$ cat config.mk
export PLATFORM = sky130hd
export DESIGN_NAME = jt49_exp_seq_flat
export DESIGN_NICKNAME = d
export VERILOG_FILES = /design/src/rtl/jt49_exp_seq_if.sv /design/src/rtl/jt49_exp_seq.sv /design/src/flat_wrapper.sv
export SDC_FILE = /design/constraint.sdc
export NUM_CORES = 1
export LEC_CHECK = 0
export BUFFER_PORTS_ARGS = -buffer_cell sky130_fd_sc_hd__buf_2
export CORE_MARGIN = 2
export CORE_UTILIZATION = 52
export DETAILED_ROUTE_END_ITERATION = 16
export GPL_TIMING_DRIVEN = 1
export PLACE_DENSITY = 0.75
export SETUP_SLACK_MARGIN = 0.4
export SLEW_MARGIN = 20
export SYNTH_ARGS = -nofsm -noshare
export SYNTH_HDL_FRONTEND = slang
export SYNTH_SLANG_ARGS = --single-unit
$ cat constraint.sdc
create_clock -name clk -period 3.46 [get_ports clk]
set_input_delay 0.346 -clock clk [delete_from_list [all_inputs] [get_ports clk]]
set_output_delay 0.346 -clock clk [all_outputs]
set_load 0.1 [all_outputs]
$ cat src/rtl/jt49_exp_seq_if.sv
// Bundle of the level-snapshot request and amplitude results for jt49_exp_seq.
// The master drives the conversion request; the slave (the converter) returns results.
interface jt49_exp_seq_if #(
    parameter int unsigned CH = 3,
    parameter int unsigned DW = 10
);
    localparam int unsigned MW = DW + $clog2(CH + 1);

    logic              start;
    logic [1:0]        comp;
    logic [CH-1:0]     mute;
    logic [5*CH-1:0]   din;
    logic              busy;
    logic              valid;
    logic [DW*CH-1:0]  dout;
    logic [MW-1:0]     mix;

    modport master (output start, comp, mute, din, input busy, valid, dout, mix);
    modport slave  (input start, comp, mute, din, output busy, valid, dout, mix);
endinterface

$ cat src/rtl/jt49_exp_seq.sv
// Time-multiplexed volume-to-amplitude converter: one channel per cycle through a
// piece-wise-linear exponential curve with compression, mute and an accumulated mix.
module jt49_exp_seq #(
    parameter int unsigned CH = 3,
    parameter int unsigned DW = 10
) (
    input  logic           clk,
    input  logic           rst,
    jt49_exp_seq_if.slave  bus
);
    localparam int unsigned MW = DW + $clog2(CH + 1);
    localparam int unsigned IW = (CH > 1) ? $clog2(CH) : 1;
    localparam logic [9:0]  FULL = 10'd896;

    typedef enum logic [1:0] {IDLE, CONV, DONE} state_t;

    state_t          state_q;
    logic [IW-1:0]   idx_q;
    logic [4:0]      lvl_q [CH];
    logic [1:0]      comp_q;
    logic [CH-1:0]   mute_q;
    logic            s1_vld_q;
    logic [IW-1:0]   s1_idx_q;
    logic [9:0]      s1_c_q;
    logic [9:0]      s1_c_d;
    logic [DW-1:0]   dout_q [CH];
    logic [MW-1:0]   acc_q;
    logic [MW-1:0]   mix_q;
    logic            busy_q;
    logic            valid_q;

    logic [4:0]      lvl;
    logic [9:0]      base;
    logic [DW-1:0]   amp;
    logic            accept_c;
    logic [DW*CH-1:0] dout_flat;

    // A request is taken from IDLE, or on the draining DONE cycle for back-to-back runs
    always_comb begin
        accept_c = bus.start &&
                   ((state_q == IDLE) || ((state_q == DONE) && !s1_vld_q));
    end

    // Stage-1 curve: mantissa 4+m shifted by exponent, then offset-compressed toward full scale
    always_comb begin
        lvl    = lvl_q[idx_q];
        base   = 10'({1'b1, lvl[1:0]}) << lvl[4:2];
        s1_c_d = '0;
        if (lvl != 5'd0 && !mute_q[idx_q])
            s1_c_d = (base >> comp_q) + (FULL - (FULL >> comp_q));
        amp    = DW'(s1_c_q) << (DW - 10);
    end

    always_ff @(posedge clk or posedge rst) begin
        if (rst) begin
            state_q  <= IDLE;
            idx_q    <= '0;
            comp_q   <= '0;
            mute_q   <= '0;
            s1_vld_q <= 1'b0;
            s1_idx_q <= '0;
            s1_c_q   <= '0;
            acc_q    <= '0;
            mix_q    <= '0;
            busy_q   <= 1'b0;
            valid_q  <= 1'b0;
            for (int i = 0; i < CH; i++) begin
                lvl_q[i]  <= '0;
                dout_q[i] <= '0;
            end
        end else begin
            valid_q  <= 1'b0;
            s1_vld_q <= 1'b0;

            // Stage 2: publish the channel amplitude and accumulate the mix
            if (s1_vld_q) begin
                dout_q[s1_idx_q] <= amp;
                acc_q            <= acc_q + MW'(amp);
            end

            if (accept_c) begin
                for (int i = 0; i < CH; i++) lvl_q[i] <= bus.din[5*i +: 5];
                comp_q <= bus.comp;
                mute_q <= bus.mute;
                acc_q  <= '0;
                idx_q  <= '0;
            end

            case (state_q)
                IDLE: begin
                    busy_q <= 1'b0;
                    if (accept_c) state_q <= CONV;
                end
                CONV: begin
                    busy_q   <= 1'b1;
                    s1_vld_q <= 1'b1;
                    s1_idx_q <= idx_q;
                    s1_c_q   <= s1_c_d;
                    idx_q    <= idx_q + IW'(1);
                    if (idx_q == IW'(CH - 1)) state_q <= DONE;
                end
                DONE: begin
                    if (s1_vld_q) begin
                        busy_q <= 1'b1;
                    end else begin
                        valid_q <= 1'b1;
                        mix_q   <= acc_q;
                        busy_q  <= 1'b0;
                        state_q <= accept_c ? CONV : IDLE;
                    end
                end
                default: state_q <= IDLE;
            endcase
        end
    end

    always_comb begin
        dout_flat = '0;
        for (int i = 0; i < CH; i++) dout_flat[DW*i +: DW] = dout_q[i];
    end

    assign bus.dout  = dout_flat;
    assign bus.mix   = mix_q;
    assign bus.busy  = busy_q;
    assign bus.valid = valid_q;
endmodule
$ cat src/flat_wrapper.sv
// flat-port wrapper written by rule: the top's interface ports become plain ports
module jt49_exp_seq_flat 
#(
    parameter int unsigned CH = 3,
    parameter int unsigned DW = 10
)
  (clk, rst, bus_start, bus_comp, bus_mute, bus_din, bus_busy, bus_valid, bus_dout, bus_mix);
  jt49_exp_seq_if #(.CH(CH), .DW(DW)) bus_i ();
  input  logic clk;
  input  logic rst;
  input wire logic [$bits(bus_i.start)-1:0] bus_start;
  input wire logic [$bits(bus_i.comp)-1:0] bus_comp;
  input wire logic [$bits(bus_i.mute)-1:0] bus_mute;
  input wire logic [$bits(bus_i.din)-1:0] bus_din;
  output wire logic [$bits(bus_i.busy)-1:0] bus_busy;
  output wire logic [$bits(bus_i.valid)-1:0] bus_valid;
  output wire logic [$bits(bus_i.dout)-1:0] bus_dout;
  output wire logic [$bits(bus_i.mix)-1:0] bus_mix;
  assign bus_i.start = bus_start;
  assign bus_i.comp = bus_comp;
  assign bus_i.mute = bus_mute;
  assign bus_i.din = bus_din;
  assign bus_busy = bus_i.busy;
  assign bus_valid = bus_i.valid;
  assign bus_dout = bus_i.dout;
  assign bus_mix = bus_i.mix;
  jt49_exp_seq #(.CH(CH), .DW(DW)) u_core (.clk(clk), .rst(rst), .bus(bus_i));
endmodule
Yosys cells after proc, flatten, opt, wreduce, memory -nomap -nowiden --
Cells that the tools add are included. W data, S select, Z words.
Operators by class: reductions and logical operators 14, bitwise operators 3, multiplexer cells 23, add/subtract/negate cells 4, shift operators 3, equality and inequality tests 6, $lt $le $gt $ge 4
Operators with widths (number):
- $bwmux W30 | 1
- $mux W12 | 2
- $demux W10 S2 | 1
- $mux W10 | 2
- $add A12 B10 Y12 | 1
- $add A10 B10 Y10 | 1
- $bmux W5 S2 | 1
- $mux W2 | 5
- $mux W5 | 2
- $shl A3 B3 Y10 | 1
- $shr A10 B2 Y10 | 1
- $shr A10 B2 Y10 const A | 1
- $sub A10 B10 Y10 const A | 1
- $ge A3 B3 Y1 const B | 2
- $mux W1 | 6
- $not A2 Y3 | 2
- $pmux W2 S3 | 1
- $reduce_bool A5 Y1 | 1
- $eq A2 B2 Y1 const B | 2
- $logic_and A1 B1 Y1 | 4
- $ne A2 B1 Y1 const B | 2
- $reduce_bool A2 Y1 | 2
- $lt A2 B3 Y1 const B | 1
- $lt A3 B1 Y1 const B | 1
- 12 further kinds | 13
Word-level totals: register bits 93, word-level logic and storage cells 74

Longest topological paths before layout --
Gate-level depths: netlist of the first run.
word-level depth 8, depth in mapped cells 20, gate-level depth less buffers 17

Worst setup path before layout of the first run --
OpenSTA, ideal clock, no wires.
path type register to register, start register u_core.idx_q[0], end register u_core.s1_c_q[6], in the netlist u_core.amp[6], stages on the path, launching flop included 16, setup slack 100 ps, required time 3327 ps, arrival 3226 ps, path buffers 0, clock period less this slack 3360 ps, cell sequence dfrtp_1 > mux2i_1 > o21ai_2 > maj3_2 > a221oi_2 > nand2_1 > a21oi_1 > ha_1 > ha_1 > o21a_1 > o21ai_0 > nand2_1 > and2_1 > a32o_1 > xnor2_1 > o22ai_1
Between the ends: longest elaborated chain between the ends 8, elaborated cells on any way between the ends 13
RTL lines:
- from (decl) | RTL line jt49_exp_seq.sv:18 | logic [IW-1:0] idx_q;
- from (signal assigned) | RTL line jt49_exp_seq.sv:99 | idx_q <= idx_q + IW'(1);
- $not A2 Y3 (not written as such) | RTL line jt49_exp_seq.sv:46 | lvl = lvl_q[idx_q];
- $bmux W5 S2 | RTL line jt49_exp_seq.sv:46
- $mux W5 (not written as such) (2 in a row) | RTL line jt49_exp_seq.sv:46
- $shl A3 B3 Y10 | RTL line jt49_exp_seq.sv:47 | base = 10'({1'b1, lvl[1:0]}) << lvl[4:2];
- $shr A10 B2 Y10 | RTL line jt49_exp_seq.sv:50 | s1_c_d = (base >> comp_q) + (FULL - (FULL >> comp_q));
- $add A10 B10 Y10 | RTL line jt49_exp_seq.sv:50
- $mux W10 (*) | RTL line jt49_exp_seq.sv:49 | if (lvl != 5'd0 && !mute_q[idx_q])
- to (signal assigned) | RTL line jt49_exp_seq.sv:62 | s1_c_q <= '0;
- to (signal assigned) | RTL line jt49_exp_seq.sv:98 | s1_c_q <= s1_c_d;
- to (decl) | RTL line jt49_exp_seq.sv:24 | logic [9:0] s1_c_q;
Every way passes the cells marked *; elsewhere a longest branch is shown, timed or not. The select of a mux whose other input is x is not followed. A chain may end at the register's enable or synchronous reset.

Worst setup path in the final report of the first run --
Same ends and word-level chain as after synthesis.

==> metrics.md, run 1 <==
| Metric | Value |
|---|---|
| Vias in the first global route | `4038` |
| Layout cells sized above 1 | `roughly 30%` |
| Initial core utilization | `a little over half` |
| Synth Flop Type | `dfrtp_1` |
| Die footprint | `0.0105 mm^2` |
| Syn Nets | `582` |
| Cts hold-fix bufs | `0` |
| Hold WC Path Type | `in -> async` |
| First-pass GRT wire length | `around 19000 um` |
| Critical R2R Launch | `u_core.idx_q[0]` |
| Routed len/inst | `between 15 and 20 um` |
| Horiz. Die Dim | `approximately 100 um` |
| CP max stage cell | `dfrtp_2` |
| Row count | `36` |
| I/O pins | `67` |
| Final setup violation count | `0` |
| Placed cells | `747` |
| Number of synthesized flops with an enable pin | `0` |
| Asr flop ratio synth | `100%` |
| HPWL Detailed | `around 9000 um` |
| CTS clk-pin slew, worst paths | `roughly 90 ps` |
| Max Buffers Root-to-Sink | `2` |
| Slew headroom | `about half` |
| Area growth, synth to finish | `24.1%` |
| # DRC | `0` |
| Synth warn | `0` |
| Routed Antenna Nets | `0` |
| Netlist Area Pre-Place | `just over 0.005 mm^2` |
| Largest cells by area after synthesis | `dfrtp_1 46%, nand2_1 10%, ha_1 6.4%` |
| Fmax | `slightly above 0.3 GHz` |
| GPL Wtd Cong | `roughly 0.92` |
| Sinks on the clock net | `just over 90` |
| Overall die height | `roughly 100 um` |
| CP Class | `reg -> reg` |
| DRT Pass-1 Iters | `4` |
| H-tree lvl count | `3` |
| Num CTS Buffers | `9` |
| Crit-path max cell delay | `between 400 and 500 ps` |
| DP Worst Slack | `30.9 ps` |
| Final setup margin | `156 ps` |
| CP cell instances | `buf_6 > mux2i_4 > buf_4 > o21a_4 > nor2_4 > a221oi_2 > nand2_1 > a21oi_2 > ha_4 > ha_4 > o21a_1 > o21ai_2 > nand2_1 > and2_1 > a32o_2 > xnor2_1 > o22ai_1` |
| Total number of vias | `roughly 4000` |
| Clk_lat worst skew | `around 370 ps` |
| Final period utilization | `95.5%` |
| Total gr overflow | `0` |
| IO Port Bufs | `66` |
| Final Hold Viols | `0` |
| Vias per inst | `5.31` |
| Slew @ Worst Pin | `768 ps` |
| Placed cell area | `0.00580 mm^2` |
| Post-synth top area cell | `dfrtp_1` |
| WP data required | `3700 ps` |
| Root Driver | `clkbuf_8` |
| Nets@finish | `around 700` |
| Slew Limit Fails | `0` |
| Pin count of the biggest net entering global routing | `46` |
| Share of the yosys chip area belonging to registers | `a little under half` |
| Status | `finished clean` |
| Finished Cell Area | `around 0.0063 mm^2` |
| Yosys reg bits | `just over 90` |
| Total Wirelength | `roughly 12000 um` |
| Endpoint class of the critical path | `flip-flop` |
| Data arrival, critical path | `3540 ps` |
| Crit-path max FO | `5` |
| Mapped Cells | `~530` |
| Initial antenna violation count | `0` |
| Post-synth cell types | `between 60 and 70` |
| RSZ-0062 raised after global routing | `yes` |
| CP startpoint kind | `flip-flop` |
| Max Cap Violations | `0` |
| Layout Skew | `approximately 11 ps` |
| Final Critical Period | `roughly 3300 ps` |
| Mapped Avg Cell Area | `between 9 and 10 um^2` |
| GR Util All Layers | `23.9%` |
| Final std cells w/o fill | `about 780` |
| Core area | `0.00959 mm^2` |
| Antenna cells | `0` |
| Worst Setup SP | `u_core.idx_q[0]` |
| Initial DRC count | `approximately 240` |
| Top cell type's share of synthesized area | `a little under half` |
| CTS tree | `done` |
-- worst max-delay path, delay by kind of cell (launching register included) --
| family | cells | cell delay (ps) |
|---|---|---|
| compound gates | 7 | 1190 |
| flops | 1 | 440 |
| fa+ha+maj | 2 | 440 |
| simple gates | 4 | 380 |
| buf+inv | 2 | 290 |
| mux | 1 | 290 |
| xor+xnor | 1 | 130 |
-- final timing paths --
path / end / slack, ps / depth (start not counted)
worst max-delay path: u_core.amp[6] / 160 / 17
min in group clk: u_core.lvl_q[12] / 170 / 3
max in group asynchronous: u_core.bus.dout[21] / 2510 / 3
worst min-delay path: u_core.state_q[1] / 80 / 2
worst max register to register: u_core.amp[6] / 160 / 17
worst min register to register: u_core.bus.mix[11] / 480 / 2
-- sequential cells by signal, summed over array words and instances, names as in the netlist, 3 cells and up --
signal and flops:
u_core.bus.mix 12, u_core.bus.dout 30, u_core.mute_q 3, u_core.amp 10
u_core.acc_q 12, u_core.lvl_q 15
-- stage by stage --
step                      utilization [%]  hold slack, ps  setup TNS (ps)
final                                65.5            82.5               0
after global routing                 65.5             135           -61.6
after CTS                            64.6            90.4               0
after detailed placement             60.4             464               0
after global placement               60.4             453               0
after floorplan                         -             445               0
-- cells in the mapped netlist (4+ instances only) --
| master | instances |
|---|---|
| o22ai_1 | 8 |
| nand3_1 | 4 |
| o21a_1 | 5 |
| o21ai_0 | 44 |
| ha_1 | 26 |
| dfrtp_1 | 93 |
| mux2_2 | 18 |
| clkbuf_1 | 14 |
| a21oi_1 | 21 |
| mux2i_1 | 7 |
| inv_1 | 30 |
| xnor2_1 | 9 |
| buf_6 | 4 |
| nor3_1 | 10 |
| nand2_1 | 137 |
| nand3b_1 | 4 |
| nor2_1 | 17 |
-- layout make-up --
type,instances,area [um^2]
fillers,784,3310
inverters,31,118
clock buffers,11,131
flip-flops and latches,93,2330
clock inverters,5,60.1
multi-input cells,386,2740
well taps,133,166
repair buffers,116,741
-- metal layers --
layer | vias to the layer above | part of all wire [%] | GRT usage [%]
met3 | 14 | 3.6 | 4.54
met2 | 86 | 49 | 39.4
met1 | 1967 | 46 | 31.9
met5 | - | 0 | 0
li1 | 2049 | - | -
met4 | 0 | 1.5 | 7.59
-- cells in the final DEF, fill, tap and decap left out, types with 6 or more instances in the layout --
| cell type | n |
|---|---|
| dfrtp_1 | 92 |
| o21ai_0 | 40 |
| nand2_1 | 137 |
| o22ai_1 | 8 |
| buf_2 | 66 |
| clkbuf_8 | 9 |
| ha_1 | 21 |
| buf_6 | 6 |
| nor3_1 | 10 |
| inv_1 | 27 |
| nor2_1 | 15 |
| o21ai_1 | 6 |
| mux2_2 | 18 |
| buf_4 | 43 |
| a21oi_1 | 17 |
| xnor2_1 | 9 |
-- cell families (layout without fill, tap and decap cells) --
logic type	after synthesis	count (layout)	share of synthesized area, %
and+or+nand+nor	191	191	16.2
AOI/OAI and AO/OA	128	128	18.0
DFF	93	93	46.0
buffers and inverters	53	163	4.60
adders and majority gates	28	28	7.05
muxes	27	27	6.11
xor gates and xnor gates	12	12	2.08
-- timing repair --
action,in CTS,in global routing
pin swaps,21,14
setup endpoints to repair,5,5
resized for setup,25,13
gates cloned,0,0
buffers inserted,9,3
Power of run 1 is left out: the tool's default activity adds up to more than one toggle a clock period on the data nets, which glitch-free logic cannot reach.
==> run 2: changes to the inputs <==
PLACE_DENSITY = unset   (was 0.75)
PLACE_DENSITY_LB_ADDON = 0.12   (was unset)
==> metrics.md, run 2 (same netlist as run 1, synthesis figures left out) <==
| Metric | Value |
|---|---|
| Status | `finished clean` |
| Final setup violation count | `0` |
| GPL Wtd Cong | `~0.88` |
| H-tree lvl count | `3` |
| Max FFs per register | `30` |
| Endpoint class of the critical path | `flip-flop` |
| First-pass GRT wire length | `about 19000 um` |
| Row count | `36` |
| Total gr overflow | `0` |
| Final Critical Period | `3410 ps` |
| CP startpoint kind | `flip-flop` |
| Slew @ Worst Pin | `between 700 and 800 ps` |
| DRT Pass-1 Iters | `4` |
| Routed Antenna Nets | `0` |
| Nets@finish | `around 680` |
| Finished Core Util | `between 60% and 70%` |
| CP cell instances | `buf_12 > mux2i_4 > o21ai_4 > maj3_2 > a221oi_2 > nand2_1 > a21oi_2 > ha_4 > ha_4 > o21a_1 > o21ai_1 > nand2_1 > and2_1 > a32o_2 > xnor2_2 > o22ai_1` |
| Initial DRC count | `roughly 140` |
| Leading cell type in the layout, fill and taps excluded | `nand2_1` |
| Placed cell area | `0.00578 mm^2` |
| CTS clk-pin slew, worst paths | `roughly 100 ps` |
| Fmax | `just under 0.3 GHz` |
| CTS tree | `done` |
| Slew headroom | `a little under half` |
| Core area | `0.00959 mm^2` |
| # DRC | `0` |
| Overall die height | `roughly 100 um` |
| Final Hold Viols | `0` |
| Area taken by multi-input logic gates | `around 0.0028 mm^2` |
| Slew Limit Fails | `0` |
| Num CTS Buffers | `9` |
| Die footprint | `approximately 0.011 mm^2` |
| Cts hold-fix bufs | `0` |
| Max Buffers Root-to-Sink | `2` |
| Most frequent cells in the layout | `136 x nand2_1, 93 x dfrtp_1, 66 x buf_2` |
| # fillers | `between 800 and 900` |
| Sinks on the clock net | `93` |
| Crit-path max FO | `8` |
| Hold WC Path Type | `in -> async` |
| Finished Cell Area | `0.00622 mm^2` |
| Pin count of the biggest net entering global routing | `50` |
| Setup TNS Final | `0 ps` |
| Final setup margin | `46.1 ps` |
| Data arrival, critical path | `3650 ps` |
| Clk_lat worst skew | `between 300 and 400 ps` |
| DP Worst Slack | `39.7 ps` |
| IO Port Bufs | `66` |
| Initial antenna violation count | `0` |
| Crit-path max cell delay | `between 400 and 500 ps` |
| Layout Skew | `approximately 11 ps` |
| Total number of vias | `approximately 4100` |
| Root Driver | `clkbuf_8` |
| Horiz. Die Dim | `around 100 um` |
| Vias per inst | `5.38` |
| Antenna cells | `0` |
| Layout cells sized above 1 | `between 20% and 30%` |
| RSZ-0062 raised after global routing | `yes` |
| I/O pins | `67` |
| Initial core utilization | `between 50 and 60%` |
| Final period utilization | `98.7%` |
| Vias in the first global route | `just under 4000` |
| CP max stage cell | `dfrtp_1` |
| FF+latch area | `approximately 0.0023 mm^2` |
| Total Wirelength | `~12000 um` |
| HPWL Detailed | `about 8600 um` |
| Max Cap Violations | `0` |
| GR Util All Layers | `a little under a quarter` |
| CP Class | `reg -> reg` |
| Routed len/inst | `approximately 16 um` |
| Area growth, synth to finish | `22.9%` |
| WP data required | `approximately 3700 ps` |
==> run 2: timing repair <==
item	4_1_cts	5_1_grt
gates resized for setup	18	16
setup buffers	2	5
pin swaps	7	15
cloned	0	1
endpoints found under the setup margin	4	5
==> run 2: final timing paths <==
| path | startpoint | endpoint | slack [ps] | depth (start not counted) |
|---|---|---|---|---|
| setup / recovery | u_core.idx_q[0] | u_core.amp[6] | 50 | 16 |
| hold / removal | rst | u_core.lvl_q[13] | 80 | 2 |
| setup reg to reg | u_core.idx_q[0] | u_core.amp[6] | 50 | 16 |
| hold reg to reg | u_core.bus.mix[2] | u_core.bus.mix[2] | 470 | 2 |
| max in group asynchronous | rst | u_core.bus.dout[19] | 2670 | 3 |
| min in group clk | bus_din[12] | u_core.lvl_q[2] | 150 | 3 |
==> run 2: final cells by class <==
cell class	instances	area share, %
Clock inverter	7	0.946
Sequential cell	93	37.4
Inverter	31	1.89
Multi-Input combinational cell	387	44.3
Tap cell	133	2.68
Clock buffer	9	1.99
Timing Repair Buffer	107	10.8
==> run 2: per-stage QoR <==
stage | hold WS, ps | cells
6_report | 83.5 | 767
3_5_place_dp | 458 | 743
4_1_cts | 92.2 | 761
5_1_grt | 147 | 767
3_3_place_gp | 454 | 743
2_1_floorplan | 445 | 532
==> run 2: routing by layer <==
metal	vias up	routed length [um]	global-route usage, %
met5	-	0	0
met4	0	204	7.08
met3	16	453	4.20
met2	87	5970	39.8
met1	1985	5290	30.7
li1	2037	-	-
==> run 2: critical path, delay by kind of cell (launching register included) <==
family / cells / cell delay, ps
flops: 1 / 430
simple gates: 3 / 360
mux: 1 / 300
compound gates: 7 / 1090
xor+xnor: 1 / 140
buf+inv: 1 / 160
fa+ha+maj: 3 / 780
Power of run 2 is left out for the same reason.
